### src/rtl/rf_seq_pkg.sv
// Shared types for the register-to-register operation sequencer.
package rf_seq_pkg;

    typedef enum logic [2:0] {
        OP_ADD = 3'b000,
        OP_SUB = 3'b001,
        OP_AND = 3'b010,
        OP_OR  = 3'b011,
        OP_XOR = 3'b100,
        OP_SLL = 3'b101,
        OP_SRL = 3'b110,
        OP_LI  = 3'b111
    } op_e;

    typedef enum logic [2:0] {
        IDLE  = 3'd0,
        READ  = 3'd1,
        EXEC  = 3'd2,
        WRITE = 3'd3,
        DONE  = 3'd4
    } state_e;

endpackage

### src/rtl/rf_seq_alu.sv
// Combinational ALU for the sequencer: arithmetic modulo 2**W, carry/borrow flag.
module rf_seq_alu
    import rf_seq_pkg::*;
#(
    parameter int unsigned W = 7
) (
    input  logic [2:0]   i_op,
    input  logic [W-1:0] i_op1,
    input  logic [W-1:0] i_op2,
    input  logic [W-1:0] i_imm,
    output logic [W-1:0] o_res,
    output logic         o_carry
);

    localparam int unsigned ShW = $clog2(W);

    logic [W:0]     w_sum;
    logic [W:0]     w_diff;
    logic [ShW-1:0] w_shamt;
    logic [31:0]    w_shamt32;
    logic           w_sh_over;

    assign w_sum     = {1'b0, i_op1} + {1'b0, i_op2};
    // Top bit of the extended difference is set exactly when op1 < op2.
    assign w_diff    = {1'b0, i_op1} - {1'b0, i_op2};
    assign w_shamt   = i_op2[ShW-1:0];
    assign w_shamt32 = 32'(w_shamt);
    assign w_sh_over = (w_shamt32 >= 32'(W));

    // Select the result and flag for the current opcode.
    always_comb begin
        o_res   = '0;
        o_carry = 1'b0;
        unique case (op_e'(i_op))
            OP_ADD: begin
                o_res   = w_sum[W-1:0];
                o_carry = w_sum[W];
            end
            OP_SUB: begin
                o_res   = w_diff[W-1:0];
                o_carry = w_diff[W];
            end
            OP_AND: o_res = i_op1 & i_op2;
            OP_OR:  o_res = i_op1 | i_op2;
            OP_XOR: o_res = i_op1 ^ i_op2;
            OP_SLL: o_res = w_sh_over ? '0 : (i_op1 << w_shamt);
            OP_SRL: o_res = w_sh_over ? '0 : (i_op1 >> w_shamt);
            OP_LI:  o_res = i_imm;
            default: begin
                o_res   = '0;
                o_carry = 1'b0;
            end
        endcase
    end

endmodule

### src/rtl/rf_op_sequencer.sv
// Control/execute stage driving a 2**N x W register bank: read, execute, write back.
module rf_op_sequencer
    import rf_seq_pkg::*;
#(
    parameter int unsigned N = 5,
    parameter int unsigned W = 7
) (
    input  logic         clk,
    input  logic         rst,
    input  logic         i_instr_valid,
    output logic         o_instr_ready,
    input  logic [2:0]   i_instr_op,
    input  logic [N-1:0] i_instr_rs1,
    input  logic [N-1:0] i_instr_rs2,
    input  logic [N-1:0] i_instr_rd,
    input  logic [W-1:0] i_instr_imm,
    output logic [N-1:0] o_addr_rs1,
    output logic [N-1:0] o_addr_rs2,
    output logic [N-1:0] o_addr_rd,
    output logic [W-1:0] o_data_out,
    output logic         o_we,
    input  logic [W:0]   i_rs1_data,
    input  logic [W:0]   i_rs2_data,
    output logic         o_done,
    output logic [W-1:0] o_result,
    output logic         o_flag_zero,
    output logic         o_flag_carry
);

    state_e       r_state;
    state_e       w_state_next;
    op_e          r_op;
    logic [N-1:0] r_rs1;
    logic [N-1:0] r_rs2;
    logic [N-1:0] r_rd;
    logic [W-1:0] r_imm;
    logic [W-1:0] r_op1;
    logic [W-1:0] r_op2;
    logic [W-1:0] r_alu_res;
    logic         r_alu_carry;
    logic [W-1:0] r_result;
    logic         r_zero;
    logic         r_carry;

    logic         w_accept;
    logic [W-1:0] w_res;
    logic         w_carry;
    logic         w_unused_msb;

    // The bank's read ports carry one spare bit that has no meaning here.
    assign w_unused_msb = i_rs1_data[W] ^ i_rs2_data[W];

    assign w_accept     = i_instr_valid && o_instr_ready;
    assign o_addr_rs1   = r_rs1;
    assign o_addr_rs2   = r_rs2;
    assign o_addr_rd    = r_rd;
    assign o_data_out   = r_alu_res;
    assign o_result     = r_result;
    assign o_flag_zero  = r_zero;
    assign o_flag_carry = r_carry;

    rf_seq_alu #(
        .W (W)
    ) u_alu (
        .i_op    (r_op),
        .i_op1   (r_op1),
        .i_op2   (r_op2),
        .i_imm   (r_imm),
        .o_res   (w_res),
        .o_carry (w_carry)
    );

    // State register.
    always_ff @(posedge clk) begin
        if (rst) begin
            r_state <= IDLE;
        end else begin
            r_state <= w_state_next;
        end
    end

    // Next-state logic; LI has no operands so it skips the read cycle.
    always_comb begin
        w_state_next = r_state;
        unique case (r_state)
            IDLE: begin
                if (w_accept) begin
                    w_state_next = (op_e'(i_instr_op) == OP_LI) ? EXEC : READ;
                end
            end
            READ:    w_state_next = EXEC;
            EXEC:    w_state_next = WRITE;
            WRITE:   w_state_next = DONE;
            DONE:    w_state_next = IDLE;
            default: w_state_next = IDLE;
        endcase
    end

    // Handshake and bank strobes; gated by rst so an abort never writes.
    always_comb begin
        o_instr_ready = (r_state == IDLE) && !rst;
        o_we          = (r_state == WRITE) && (r_rd != '0) && !rst;
        o_done        = (r_state == DONE) && !rst;
    end

    // Instruction latch, operand capture, execute register and reported result.
    always_ff @(posedge clk) begin
        if (rst) begin
            r_op        <= OP_ADD;
            r_rs1       <= '0;
            r_rs2       <= '0;
            r_rd        <= '0;
            r_imm       <= '0;
            r_op1       <= '0;
            r_op2       <= '0;
            r_alu_res   <= '0;
            r_alu_carry <= 1'b0;
            r_result    <= '0;
            r_zero      <= 1'b0;
            r_carry     <= 1'b0;
        end else begin
            if (w_accept) begin
                r_op  <= op_e'(i_instr_op);
                r_rs1 <= i_instr_rs1;
                r_rs2 <= i_instr_rs2;
                r_rd  <= i_instr_rd;
                r_imm <= i_instr_imm;
            end
            // Bank read data is only valid while we is low, i.e. in READ.
            if (r_state == READ) begin
                r_op1 <= i_rs1_data[W-1:0];
                r_op2 <= i_rs2_data[W-1:0];
            end
            if (r_state == EXEC) begin
                r_alu_res   <= w_res;
                r_alu_carry <= w_carry;
            end
            if (r_state == WRITE) begin
                r_result <= r_alu_res;
                r_zero   <= (r_alu_res == '0);
                r_carry  <= r_alu_carry;
            end
        end
    end

endmodule

### config.mk
export PLATFORM = sky130hd
export DESIGN_NAME = rf_op_sequencer
export DESIGN_NICKNAME = d
export VERILOG_FILES = /design/src/rtl/rf_seq_pkg.sv /design/src/rtl/rf_seq_alu.sv /design/src/rtl/rf_op_sequencer.sv
export SDC_FILE = /design/constraint.sdc
export NUM_CORES = 1
export LEC_CHECK = 0
export CORE_ASPECT_RATIO = 2
export CORE_UTILIZATION = 30
export CTS_CLUSTER_DIAMETER = 120
export DETAILED_ROUTE_END_ITERATION = 6
export SLEW_MARGIN = 40
export SYNTH_ARGS = -nofsm -noshare
export SYNTH_HDL_FRONTEND = slang
export SYNTH_SLANG_ARGS = --single-unit
export TNS_END_PERCENT = 1
### constraint.sdc
create_clock -name clk -period 2.2 [get_ports clk]
set_clock_uncertainty 0.2 [all_clocks]
set_input_delay 0.44 -clock clk [delete_from_list [all_inputs] [get_ports clk]]
set_output_delay 0.44 -clock clk [all_outputs]
set_load 0.02 [all_outputs]
After elaboration in Yosys (flattened, before gate mapping). Cells that the tools add are included.

Bits in registers: 59. Bits of input ports: 44. Logic and storage cells: 51.

Add/sub/neg operators: 2. Magnitude comparators: 1. Equal/unequal tests: 13. Shift operators: 2. Multiplexer cells: 7. Bitwise operators: 3. Reduce and logical (&&, ||, !) cells: 10.

Operator list (number): 7-bit case mux with 8 select lines (1); 3-bit equality test, second input constant (6); 7-bit two-way mux (2); 3-bit by 2-bit equality test with 1-bit output, second input constant (4); 3-bit case mux with 4 select lines (1); 7-bit by 7-bit adder with 8-bit output (1); 7-bit by 7-bit subtractor with 8-bit output (1); 7-bit bitwise AND (1); 7-bit zero test (1); 7-bit bitwise OR (1); 7-bit by 3-bit left shift with 7-bit output (1); 7-bit by 3-bit right shift with 7-bit output (1); 7-bit XOR (1); 3-bit by 1-bit equality test with 1-bit output, second input constant (2); 3-bit zero test (2); 1-bit logical AND (5); 5-bit nonzero test (1); 3-bit >= comparator, second input constant (1); 3-bit two-way mux (1); 2-bit two-way mux (1); 2-bit != test, second input constant (1); 1-bit case mux with 2 select lines (1); 1-bit zero test (1).

Logic depth before layout (Yosys ltp). Gate-level depths: netlist of the first run.

Depth after elaboration: 5. Gate-level depth with buffers: 8. Mapped depth without buffers: 8.

Cells and area by module. Synthesis of the first run repeated with hierarchy kept, for this count alone.

Cells, all modules: 456. Area total of the unflattened synthesis: 3839.9 sq um.

Modules (own cells, without submodules): rf_op_sequencer (times used 1, cells each 254, area each 2309.7 sq um); rf_seq_alu (times used 1, cells each 202, area each 1530.2 sq um).

Least setup slack after synthesis of the first run. No wires, ideal clock.

Path type: register to register. Start point: register r_op1[4]. End point: register r_alu_res[4] (netlist: o_data_out[4]). Setup time: 0.117 ns. Arrival: 1.924 ns. Data required time: 1.883 ns. Slack: -0.041 ns. Cell stages (with the launch flop): 9. Path buffers: 1. Clock period less this slack: 2.241 ns. Cells stage by stage: dfxtp_1 > inv_1 > ha_1 > clkbuf_1 > or2b_1 > a22o_1 > a221oi_1 > o211ai_1 > a32o_1.

Word-level cells in the longest chain between the ends: 3. Elaborated cells between the ends (all ways): 10. Classes of those cells: 2 x add/sub; 2 x shift; 3 x mux; 3 x bitwise.

Ends and longest elaborated chain: start, declared (RTL line rf_op_sequencer.sv:37) `logic [W-1:0] r_op1;`; start signal, assigned (RTL line rf_op_sequencer.sv:131) `r_op1 <= i_rs1_data[W-1:0];`; branches (longest 2 deep; another with 7-bit by 7-bit subtractor with 8-bit output); 7-bit case mux with 8 select lines (*) (RTL line rf_seq_alu.sv:34) `unique case (op_e'(i_op))`; end signal, assigned (RTL line rf_op_sequencer.sv:135) `r_alu_res <= w_res;`; end, declared (RTL line rf_op_sequencer.sv:39) `logic [W-1:0] r_alu_res;`.

Mark *: on every way between the ends. A chain may end at the register's enable or synchronous reset.

Worst setup path in the final report of the first run.
Start point: register r_op2[0]. End point: register r_alu_res[6] (netlist: o_data_out[6]).

Word-level cells in the longest chain between the ends: 3. Elaborated cells between the ends (all ways): 8. Classes of those cells: 2 x add/sub; 1 x order compare; 2 x shift; 3 x mux.

Ends and longest elaborated chain: start, declared (RTL line rf_op_sequencer.sv:38) `logic [W-1:0] r_op2;`; start signal, assigned (RTL line rf_op_sequencer.sv:132) `r_op2 <= i_rs2_data[W-1:0];`; branches (longest 2 deep; another with 7-bit by 7-bit subtractor with 8-bit output); 7-bit case mux with 8 select lines (*) (RTL line rf_seq_alu.sv:34).

Marks and branches as above.

==> results of run 1 <==
where the power goes:
part | internal, mW | total, mW | switching (mW)
Clock | 1.00 | 1.55 | 0.554
Combinational | 0.540 | 1.11 | 0.574
Sequential | 1.15 | 1.22 | 0.0722
routing by layer:
metal,vias to the layer above,wire [um],track usage
li1,1973,-,-
met1,1887,4960,0.218
met2,123,7870,0.420
met3,49,492,0.0420
met4,0,1180,0.196
met5,-,0,0
stage by stage:
| stage | setup WS [ps] | instances | utilization |
|---|---|---|---|
| floorplan | -38.9 | 486 | - |
| global placement | -133 | 754 | 0.427 |
| detailed placement | -193 | 754 | 0.427 |
| CTS | -39.2 | 770 | 0.454 |
| global route | -63.4 | 770 | 0.459 |
| finish | 1.39 | 770 | 0.459 |
synth_stat cells (2+ instances only):
library cell / instances
nand3_1: 8
nor2_1: 42
inv_1: 24
buf_2: 9
o21a_1: 2
a32o_1: 2
o311ai_0: 3
a2111oi_0: 2
o211ai_1: 6
dfxtp_1: 59
nor2b_1: 7
nand3b_1: 20
o31ai_1: 5
o221ai_1: 2
fa_1: 2
nor3_1: 12
or3b_2: 2
o21ai_0: 16
a311oi_1: 3
nor3b_1: 3
nand2b_1: 8
a221oi_1: 4
xor2_1: 2
a2bb2oi_1: 3
nor4_1: 4
ha_1: 22
mux2i_1: 13
xnor2_1: 2
clkbuf_1: 22
o22ai_1: 3
a21o_1: 4
a211oi_1: 8
mux4_2: 5
a21oi_1: 30
o2111ai_1: 2
a22oi_1: 3
or4_1: 2
nand2_1: 95
a31oi_1: 5
kinds of logic (layout without fill, tap and decap cells):
family | after synthesis | count (layout) | share of synthesized area
simple gates | 209 | 209 | 0.262
compound gates | 111 | 111 | 0.199
buf+inv | 60 | 197 | 0.0661
flops | 59 | 59 | 0.313
fa+ha+maj | 24 | 24 | 0.0837
mux | 19 | 19 | 0.0674
xor+xnor | 4 | 4 | 0.00930
cell type report:
cell class | instances | area [um2] | area share
clock buffers | 9 | 225 | 0.0402
flip-flops and latches | 59 | 1180 | 0.212
repair buffers | 156 | 1400 | 0.249
multi-input cells | 367 | 2410 | 0.431
inverters | 25 | 93.8 | 0.0168
clock inverters | 7 | 100 | 0.0179
well taps | 147 | 184 | 0.0328
path summary, 6_finish.rpt:
check	startpoint	to	slack, ps	depth (start not counted)
setup / recovery	r_op2[0]	o_data_out[6]	1	7
hold / removal	rst	r_state[2]	150	2
setup reg to reg	r_op2[0]	o_data_out[6]	1	7
hold reg to reg	o_addr_rs2[0]	o_addr_rs2[0]	270	2
registers in the layout (all words and copies together), names as in the netlist:
| signal | flops |
|---|---|
| o_result | 7 |
| o_flag_carry | 1 |
| o_addr_rd | 5 |
| r_alu_carry | 1 |
| o_addr_rs1 | 5 |
| o_data_out | 7 |
| r_op2 | 7 |
| r_op1 | 7 |
| r_state | 3 |
| o_addr_rs2 | 5 |
| o_flag_zero | 1 |
| r_imm | 7 |
| r_op | 3 |
timing repair:
action / in CTS / in global routing
endpoints found under the setup margin: 9 / 7
hold endpoints to repair: 0 / 0
gates resized for setup: 10 / 16
hold buffers: 0 / 0
pin swaps: 0 / 4
==> qor.yml, run 1 <==
cts_root_buf: "clkbuf_16"
diodes: 0
wl_per_cell_um: 18.8
vdd_drop_max_uv: 433
worstMarginPinSlew_ps: 538
wl_um: 14500
cp_max_fo: 7
clkLatencyLatePin_ps: 330
drc: 0
end_kind: "register"
clkSinkCount: 59
power_density_mw_per_mm2: 695
dpl-instance-area_mm2: 0.00521
layout_worst_path_cycle_share: 0.999
ys_seq_elements: 59
async_flop_share: 0
clk_pin_slew_worst_paths_ps: 60
synth.distinct_cells: 59
grt_pass1_wl_um: 22100
nets: 686
worstHoldPathType: "in -> reg"
final_common_cell: "nand2_1"
die_area_mm2: 0.0130
syn-cell-area_mm2: 0.00377
path_class: "reg -> reg"
cts_setup_buffers: 0
crit_family: "adder cells"
synthFlopType: "dfxtp_1"
synth_area_leaders: "dfxtp_1, nand2_1, ha_1, nor2_1, a21oi_1"
slew_viol_final: 0
critPathMaxStageDelay_ps: 380
synth_top_area_cell: "dfxtp_1"
fmax_mhz: 455
final_cell_mix: "nand2_1, buf_4, clkdlybuf4s50_1, dfxtp_1, nor2_1"
setup_viol: 0
crit_buf_inv: 0
syn2layout_area_growth_pct: 48.6
synth_edf_count: 0
dieHeight_um: 161
dp_hpwl_um: 11500
nFillCells: 1229
syn-num-nets: 554
vias_per_cell: 5.24
antenna_left: 0
period_minus_slack_ps: 2200
slowest_stage: "fa_2"
grt_start_max_net_pins: 33
gp_congestion: 1.01
antenna_found_initial: 0
design_area_mm2: 0.00560
power_mw: 3.89
cp.required_ps: 2210
crit_chain: "ha_1, fa_2, a211oi_2, nor2_1, mux2_2, a2bb2oi_1, a311oi_1"
cp-start-kind: "register"
first_global_vias: 4143
status: "complete, no violations"
hold_ws_ps: 150
num_vias: 4032
dr.first_iter.drc_count: 183
tns_ps: 0
synth-seq-area-share: 0.313
portBuffers: 75
cts_buffers: 9
timing.slew.headroom: 0.639
netlist_instances: 486
firstDrtPassIters: 6
initial_core_util: 0.309
hold_violations: 0
syn_avg_cell_area_um2: 7.75
synth_warnings: 0
die-width_um: 81.3
leakage_nw: 2.30
core.rowCount: 57
grt_setup_unrepaired: "yes"
drive_gt1_frac: 0.201
core_mm2: 0.0122
clockBufferDepth: 2
worstPathArrival_ps: 2200
cts_tree: "built"
gr-total-overflow: 0
ios: 78
cap_viol_max_count: 0
synth_top_area_frac: 0.313
htreeDepth: 3
gr-usage-all-layers: 0.234
No activity file was read; power rests on OpenSTA's default activity.
==> run 2, diff against run 1 <==
==> constraint.sdc (replaced) <==
create_clock -name clk -period 2 [get_ports clk]
set_clock_uncertainty 0.2 [all_clocks]
set_input_delay 0.4 -clock clk [delete_from_list [all_inputs] [get_ports clk]]
set_output_delay 0.4 -clock clk [all_outputs]
set_load 0.02 [all_outputs]
==> qor.yml, run 2 (synthesis gave the netlist of run 1 again) <==
period_minus_slack_ps: 2100
firstDrtPassIters: 4
gr-total-overflow: 0
gr-usage-all-layers: 0.233
cts_hold_buffers: 0
worstHoldPathType: "in -> reg"
vias_per_cell: 5.32
vdd_drop_max_uv: 561
worstMarginPinSlew_ps: 525
clkLatencyLatePin_ps: 330
cp-start-kind: "register"
clockBufferDepth: 2
dp_hpwl_um: 11400
cts_root_buf: "clkbuf_16"
status: "finished with violations"
clk_pin_slew_worst_paths_ps: 60
cts_buffers: 9
layout_worst_path_cycle_share: 1.05
slowest_stage: "or4_4"
core.rowCount: 57
min_from: "rst"
cp-startpoint: "o_addr_rd[2]"
dr.first_iter.drc_count: 242
gp_congestion: 0.959
drc: 0
path_class: "reg -> out"
first_global_vias: 4306
power_density_mw_per_mm2: 751
setup_viol: 7
final_common_cell: "nand2_1"
die_area_mm2: 0.0130
cts_tree: "built"
wl_um: 14300
portBuffers: 75
worstPathArrival_ps: 1500
nets: 693
leakage_nw: 2.38
r2r-start: "r_op1[4]"
syn2layout_area_growth_pct: 51.6
antenna_left: 0
tns_ps: -371
drive_gt1_frac: 0.244
timing.slew.headroom: 0.646
grt_setup_unrepaired: "yes"
cp.required_ps: 1400
hold_violations: 0
final_cell_mix: "nand2_1, buf_4, clkdlybuf4s50_1, dfxtp_1, nor2_1"
htreeDepth: 3
final_cells: 777
diodes: 0
wl_per_cell_um: 18.4
clkSinkCount: 59
fmax_mhz: 476
cp_max_fo: 2
slew_viol_final: 0
core_mm2: 0.0122
cap_viol_max_count: 0
ios: 78
critPathMaxStageDelay_ps: 540
dieHeight_um: 161
placed_cells: 759
grt_start_max_net_pins: 25
initial_core_util: 0.309
violations: "setup timing"
setup_slack_ps: -102
end_kind: "primary output"
grt_pass1_wl_um: 22200
crit_chain: "or4_4, o21a_1, buf_2"
antenna_found_initial: 0
die-width_um: 81.3
num_vias: 4136
==> run 2: cell count changes in the layout (fill, tap and decap cells not counted), sizes merged <==
cell           delta
clkdlybuf4s50     -7
buf               +9
dlymetal6s2s      +1
dlygate4sd2       +4
==> run 2: path summary, 6_finish.rpt <==
| kind | end | slack (ps) | cells past startpoint |
|---|---|---|---|
| worst max-delay path | o_we | -100 | 3 |
| worst min-delay path | r_state[2] | 170 | 2 |
| worst max register to register | o_data_out[4] | -100 | 8 |
| worst min register to register | o_addr_rs2[2] | 270 | 2 |
==> run 2: final cells by class <==
cell class                      count  area (um2)
Fill cell                        1222        6480
Multi-Input combinational cell    367        2510
Timing Repair Buffer              163        1420
Sequential cell                    59        1190
Clock buffer                        9         225
Tap cell                          147         184
Clock inverter                      7         100
Inverter                           25        93.8
==> run 2: per-stage QoR <==
step / power [mW] / worst slack [ps] / utilization / area, um2 / hold WS [ps]
finish: 4.29 / -102 / 0.469 / 5710 / 174
global route: 4.49 / -183 / 0.469 / 5710 / 183
CTS: 4.29 / -113 / 0.463 / 5650 / 166
detailed placement: 2.53 / -272 / 0.428 / 5210 / 266
global placement: 2.52 / -243 / 0.428 / 5210 / 260
floorplan: 1.96 / -179 / - / 3780 / 230
==> run 2: power breakdown <==
part / switching, mW / total (mW) / leakage (nW) / internal (mW)
combinational: 0.645 / 1.25 / 1.74 / 0.602
clock: 0.602 / 1.70 / 0.160 / 1.10
sequential: 0.0742 / 1.34 / 0.484 / 1.27
==> run 2: layer usage <==
metal	routed length [um]	global-route usage
met5	0	0
met4	1330	0.206
met3	517	0.0438
met2	7670	0.415
met1	4810	0.213
==> run 2: critical path: cells and delay by family (launching register included) <==
family                 cells  cell delay (ps)
AND/OR/NAND/NOR            1              540
AO/OA/AOI/OAI              1              180
flip-flops                 1              310
buffers and inverters      1              150
==> run 2: timing repair <==
action                     CTS  global route
pin swaps                   10            11
setup endpoints to repair   15            11
resized for setup           55            15
buffers inserted             0             2
==> run 3, diff against run 2 <==
==> constraint.sdc (replaced) <==
create_clock -name clk -period 2.69 [get_ports clk]
set_clock_uncertainty 0.2 [all_clocks]
set_input_delay 0.538 -clock clk [delete_from_list [all_inputs] [get_ports clk]]
set_output_delay 0.538 -clock clk [all_outputs]
set_load 0.02 [all_outputs]
==> qor.yml, run 3 (synthesis gave the netlist of run 1 again) <==
cts_setup_buffers: 0
wl_um: 13300
drc: 0
nets: 647
cts_root_buf: "clkbuf_16"
final_cell_mix: "nand2_1, clkdlybuf4s50_1, dfxtp_1, nor2_1, buf_4"
drive_gt1_frac: 0.118
slew_viol_final: 0
min_from: "rst"
antenna_left: 0
grt_setup_unrepaired: "no"
worstMarginPinSlew_ps: 731
vias_per_cell: 5.29
die_area_mm2: 0.0130
gr-total-overflow: 0
r2r-start: "r_op1[0]"
setup_slack_ps: 143
place_ws_ps: 260
nFillCells: 1261
gp_congestion: 0.919
path_class: "reg -> out"
power_density_mw_per_mm2: 590
worstPathArrival_ps: 1810
holdPathEnd: "r_state[2]"
cp-start-kind: "register"
num_vias: 3870
cap_viol_max_count: 0
design_area_mm2: 0.00519
grt_start_max_net_pins: 28
clk_pin_slew_worst_paths_ps: 50
multi_input_area_mm2: 0.00234
leakage_nw: 2.09
status: "complete, no violations"
fin_util: 0.425
wl_per_cell_um: 18.2
htreeDepth: 3
die-width_um: 81.3
core.rowCount: 57
cts_hold_buffers: 0
fmax_mhz: 393
initial_core_util: 0.309
dpl-instance-area_mm2: 0.00486
ff2ff_setup_slack_ps: 250
layout_worst_path_cycle_share: 0.947
antenna_found_initial: 0
hold_violations: 0
grt_pass1_wl_um: 20000
clkSinkCount: 59
r2r_end: "o_data_out[6]"
firstDrtPassIters: 4
syn2layout_area_growth_pct: 37.7
cts_tree: "built"
cp.required_ps: 1950
worstHoldPathType: "in -> reg"
cp_max_fo: 10
min_path_cells: 2
ios: 78
tns_ps: 0
gr-usage-all-layers: 0.212
clockBufferDepth: 2
seq_area_mm2: 0.00118
timing.slew.headroom: 0.512
dr.first_iter.drc_count: 197
vdd_drop_max_uv: 351
setup_viol: 0
final_common_cell: "nand2_1"
diodes: 0
dieHeight_um: 161
end_kind: "primary output"
period_minus_slack_ps: 2550
core_mm2: 0.0122
dp_hpwl_um: 10500
first_global_vias: 3854
rr_worst_depth: 8
cts_buffers: 9
portBuffers: 75
clkLatencyLatePin_ps: 350
[run 3: cell types whose count changed in the layout (fill, tap and decap cells not counted), moves of 3 or more]
cell,before,now
inv_1,20,24
buf_4,85,42
a211oi_1,5,8
dfxtp_1,53,57
clkdlybuf4s50_1,64,73
inv_2,4,0
ha_2,5,0
dfxtp_2,6,2
ha_4,3,0
dlygate4sd2_1,6,0
nor2_1,39,42
ha_1,14,22
[run 3: per-layer routing]
metal,part of all wire,GRT usage,vias up
met1,0.34,0.192,1796
met5,0,0,-
met2,0.56,0.406,139
met4,0.061,0.136,0
li1,-,-,1893
met3,0.038,0.0364,42
[run 3: worst max-delay path by stage]
| stage | from | to | slack [ps] | depth (start not counted) |
|---|---|---|---|---|
| detailed placement | r_op1[0] | o_data_out[6] | 260 | 8 |
| CTS | o_addr_rd[2] | o_we | 1 | 3 |
| global route | r_state[0] | o_instr_ready | 5 | 2 |
| global placement | r_op1[0] | o_data_out[6] | 250 | 9 |
| finish | r_state[0] | o_instr_ready | 140 | 2 |
| floorplan | rst | o_done | 310 | 3 |
[run 3: repair_timing]
action | 4_1_cts | 5_1_grt
gates resized for setup | 0 | 3
endpoints found under the setup margin | 0 | 2
hold endpoints to repair | 0 | 0
[run 3: area by class of cell]
class / count / share of cell area
inverters: 25 / 0.0181
well taps: 147 / 0.0354
repair buffers: 117 / 0.205
multi-input cells: 367 / 0.451
flip-flops and latches: 59 / 0.228
clock buffers: 9 / 0.0434
clock inverters: 7 / 0.0193
[run 3: through the flow]
stage | instances | hold WS [ps] | power, mW
detailed placement | 715 | 260 | 1.81
global route | 731 | 260 | 3.20
floorplan | 486 | 230 | 1.46
CTS | 731 | 225 | 3.10
global placement | 715 | 254 | 1.81
finish | 731 | 239 | 3.06
[run 3: power by group]
part | switching, mW | internal [mW] | leakage, nW
Combinational | 0.414 | 0.370 | 1.45
Sequential | 0.0703 | 0.940 | 0.483
Clock | 0.450 | 0.816 | 0.160
[run 3: critical path, cell delays in order, from the launching register on]
cell             delay (ps)
dfxtp_2                 360
nor4_1                  420
clkdlybuf4s50_1         680
